[config.mk]
export PLATFORM = sky130hd
export DESIGN_NAME = or_input_packer
export DESIGN_NICKNAME = d
export VERILOG_FILES = /design/src/rtl/or_input_packer.sv
export SDC_FILE = /design/constraint.sdc
export NUM_CORES = 1
export LEC_CHECK = 0
export ABC_AREA = 1
export ABC_CLOCK_PERIOD_IN_PS = 2000
export CAP_MARGIN = 40
export CORE_ASPECT_RATIO = 2
export CORE_UTILIZATION = 48
export CTS_CLUSTER_DIAMETER = 60
export DETAILED_ROUTE_END_ITERATION = 6
export PLACE_DENSITY = 0.77
export SYNTH_ARGS = -nofsm -noshare
export SYNTH_HDL_FRONTEND = slang
export SYNTH_SLANG_ARGS = --single-unit
export TNS_END_PERCENT = 50
[constraint.sdc]
create_clock -name clk -period 2 [get_ports clk]
set_input_delay 0.2 -clock clk [delete_from_list [all_inputs] [get_ports clk]]
set_output_delay 0.2 -clock clk [all_outputs]
set_load 0.05 [all_outputs]
[src/rtl/or_input_packer.sv]
// Packs a stream of BIT-wide words into one NUMBER_INPUT-lane frame for a downstream OR stage.
// Short frames (closed by in_last) leave the remaining lanes at zero so the OR result is unaffected.
module or_input_packer #(
    parameter int BIT          = 19,
    parameter int NUMBER_INPUT = 8
) (
    input  logic                                 clk,
    input  logic                                 rst_n,
    input  logic                                 in_valid,
    input  logic [BIT-1:0]                       in_data,
    input  logic                                 in_last,
    output logic                                 in_ready,
    output logic                                 out_valid,
    input  logic                                 out_ready,
    output logic [NUMBER_INPUT*BIT-1:0]          IN,
    output logic [$clog2(NUMBER_INPUT+1)-1:0]    pack_cnt
);

    localparam int CW = $clog2(NUMBER_INPUT + 1);

    typedef enum logic {
        FILL = 1'b0,
        HOLD = 1'b1
    } state_t;

    state_t                      state;
    state_t                      state_nx;
    logic [NUMBER_INPUT*BIT-1:0] lanes_nx;
    logic [CW-1:0]               cnt_nx;
    logic                        accept;

    assign accept = in_valid && in_ready;

    always_ff @(posedge clk or negedge rst_n) begin
        if (!rst_n) begin
            state     <= FILL;
            IN        <= '0;
            pack_cnt  <= '0;
            in_ready  <= 1'b1;
            out_valid <= 1'b0;
        end else begin
            state     <= state_nx;
            IN        <= lanes_nx;
            pack_cnt  <= cnt_nx;
            // Handshake outputs are registered from the next state, so they track the state flop exactly.
            in_ready  <= (state_nx == FILL);
            out_valid <= (state_nx == HOLD);
        end
    end

    always_comb begin
        state_nx = state;
        lanes_nx = IN;
        cnt_nx   = pack_cnt;
        case (state)
            FILL: begin
                if (accept) begin
                    for (int unsigned j = 0; j < NUMBER_INPUT; j++) begin
                        if (pack_cnt == CW'(j)) begin
                            lanes_nx[j*BIT +: BIT] = in_data;
                        end
                    end
                    cnt_nx = pack_cnt + CW'(1);
                    if ((pack_cnt == CW'(NUMBER_INPUT - 1)) || in_last) begin
                        state_nx = HOLD;
                    end
                end
            end
            HOLD: begin
                if (out_ready) begin
                    state_nx = FILL;
                    lanes_nx = '0;
                    cnt_nx   = '0;
                end
            end
            default: begin
                state_nx = FILL;
                lanes_nx = '0;
                cnt_nx   = '0;
            end
        endcase
    end

endmodule

==> flow_metrics.tcl, run 1 <==
set metrics [dict create \
    status "finished with violations" \
    violations "DRC" \
    hold_class "input pin to asynchronous set/reset pin" \
    skew_ns 0.00838 \
    place_hpwl_microns 13900 \
    syn_to_final_growth_pct 40.8 \
    grt-ovfl-total 0 \
    wl_microns 19900 \
    htree_levels 4 \
    met1_length_microns 7270 \
    drv_slew 0 \
    placementRows 60 \
    cts_made_buffers 17 \
    die_w_microns 84.9 \
    rr_endpoint "IN[140]" \
    fin_crit_sh_pct 94.9 \
    wl_met3_microns 1080 \
    setup_viol 0 \
    seqCellArea_sq_um 3960 \
    io_pins 182 \
    reg2reg_depth 6 \
    multi_input_area_sq_um 2270 \
    rr_startpoint "pack_cnt[0]" \
    worstSetupEndpointType "primary output" \
    ys_seq_area_share_pct 59.9 \
    ys_ff_latch 158 \
    clock_sinks 158 \
    hold_viol 0 \
    critPathMaxStageDelay_ns 0.84 \
    rsz0062_at_grt "no" \
    cpMaxStageDelayCell "clkdlybuf4s50_1" \
    vias 5935 \
    yosys_warnings 0 \
    nFillCells 1042 \
    first_pass_iters 7 \
    final.setup.tns_ns 0 \
    syn_area_sq_um 6600 \
    grt_max_degree 62 \
    clockBufferDepth 2 \
    via_per_inst 5.31 \
    netlist.area_leader.share_pct 59.5 \
    synth_nets 784 \
    clk-insertion-delay-late_ns 0.42 \
    numPortBuffers 181 \
    slew_headroom_pct 59.5 \
    drtIter0Drc 492 \
    fin_crit_ns 1.90 \
    wl_met2_microns 10700 \
    worst-path-buf-inv 1 \
    path_clk_slew_ns 0.06 \
    die_h_microns 168 \
    cts_root_buf "clkbuf_16" \
    core_area_sq_um 13400 \
    cp_cell_sequence "clkdlybuf4s50_1" \
    die_area_sq_um 14300 \
    grt_pass1_wl_microns 31100 \
    gp_congestion 0.868 \
    start_util_pct 49.1 \
    cts_tree "done" \
    drc 12 \
    synthCells 756 \
    top_layer "met4" \
    cap_violations 0 \
    ant_nets 0 \
    synth_cell_types 19 \
    worst_pin_slew_ns 0.605 \
    syn_avg_cell_area_sq_um 8.73 \
    r2r_setup_slack_ns 0.23 \
    fmax_ghz 0.527 \
    antenna_found_initial 0 \
    cp.arrival_ns 1.70 \
    nets 979 \
    grt.total_usage_pct 28.9 \
    grt_pass1_vias 5833 \
    yosys.area.top_type "dfrtp_1" \
    wl_per_cell_microns 17.8 \
    ys_top_cells_by_area "dfrtp_1 (60%), nand2_1 (19%), nand3_1 (12%), buf_2 (2.0%), inv_1 (1.5%)" \
    crit_type "flip-flop to primary output" \
    diodes 0 \
    cp_max_fo 5 \
    cp.required_ns 1.80 \
    drive_above_1_share_pct 8.62 \
    startpoint_type "flip-flop" \
    path_delay_family "buffers and inverters" \
]
==> sequential cells by signal, summed over array words and instances, names as in the netlist <==
| signal | flops |
|---|---|
| pack_cnt | 4 |
| in_ready | 1 |
| state | 1 |
| IN | 152 |
==> layout by cell type, fill, tap and decap left out, drive strengths merged <==
master         instances
bufinv                 2
ha                     4
clkinv                 2
nor2                  23
dlygate4sd2            1
nand2                337
inv                   30
dlygate4sd3            1
clkbuf                20
nand3                159
buf                   40
a21oi                  1
dfstp                  1
o21ai                  2
xnor2                  1
clkdlybuf4s50        177
clkinvlp               4
dlymetal6s2s           1
dfrtp                157
==> metal layers <==
| metal | vias to the layer above | global-route usage [%] |
|---|---|---|
| met5 | - | 0 |
| met2 | 269 | 51.0 |
| met4 | 0 | 14.5 |
| met1 | 2833 | 33.9 |
| met3 | 54 | 4.51 |
| li1 | 2779 | - |
==> how the worst max path moves through the flow <==
stage	startpoint	to	slack, ns	depth (start not counted)
final	pack_cnt[3]	pack_cnt[3]	0.10	1
after global routing	pack_cnt[3]	pack_cnt[3]	0.06	1
after CTS	in_ready	in_ready	0.009	1
after global placement	out_ready	IN[12]	0.18	6
after floorplan	pack_cnt[0]	IN[86]	0.20	8
after detailed placement	out_ready	IN[96]	0.13	6
==> repair_timing <==
item,4_1_cts,5_1_grt
buffers inserted,0,0
gates resized for setup,1,1
hold buffers,1,0
pin swaps,0,0
endpoints found under the setup margin,1,1
endpoints found under the hold margin,57,0
==> through the flow <==
step | std cells | util (%) | cell area [sq um] | setup WS [ns] | hold slack [ns]
2_1_floorplan | 756 | - | 6600 | 0.203 | -0.0956
3_3_place_gp | 1086 | 64.8 | 8700 | 0.184 | 0.219
3_5_place_dp | 1086 | 64.8 | 8700 | 0.125 | 0.220
4_1_cts | 1118 | 69.1 | 9290 | 0.00939 | 0.359
5_1_grt | 1118 | 69.2 | 9290 | 0.0615 | 0.396
6_report | 1118 | 69.2 | 9290 | 0.102 | 0.331
==> Yosys cell counts <==
master / instances
dfrtp_1: 157
xnor2_1: 1
nor2_1: 23
ha_1: 4
buf_6: 5
dfstp_2: 1
buf_2: 27
inv_2: 1
buf_4: 11
clkbuf_1: 1
nand3_1: 158
nand2_4: 3
a21oi_1: 1
nand3_2: 1
inv_1: 26
nand2_2: 8
o21ai_0: 1
o21ai_1: 1
nand2_1: 326
==> cell families (layout without fill, tap and decap cells) <==
family	count (synthesis)	after routing	share of synthesized area [%]
XOR/XNOR	1	1	0.133
AND/OR/NAND/NOR	519	519	33.2
buffers and inverters	71	278	5.74
adder cells (fa/ha/maj)	4	4	0.758
flip-flops	158	158	59.9
AO/OA/AOI/OAI	3	3	0.227
==> area by class of cell <==
class	instances	share of cell area [%]
clock buffers	20	4.81
clock inverters	11	1.44
inverters	27	1.09
multi-input cells	527	24.4
flip-flops and latches	158	42.6
well taps	155	2.09
repair buffers	220	23.6
Power of run 1 is left out: the tool's default activity adds up to more than one toggle a clock period on the data nets, which glitch-free logic cannot reach.
==> run 2: changes to the inputs <==
--- a/config.mk
+++ b/config.mk
@@ -11,8 +11,10 @@
 export CORE_ASPECT_RATIO = 2
 export CORE_UTILIZATION = 48
 export CTS_CLUSTER_DIAMETER = 60
+export CTS_CLUSTER_SIZE = 30
 export DETAILED_ROUTE_END_ITERATION = 6
 export PLACE_DENSITY = 0.77
+export SKIP_LAST_GASP = 1
 export SYNTH_ARGS = -nofsm -noshare
 export SYNTH_HDL_FRONTEND = slang
 export SYNTH_SLANG_ARGS = --single-unit
==> results of run 2 <==
Final layout, timing and power as in run 1 (identical DEF).
Power of run 2 is left out for the same reason.
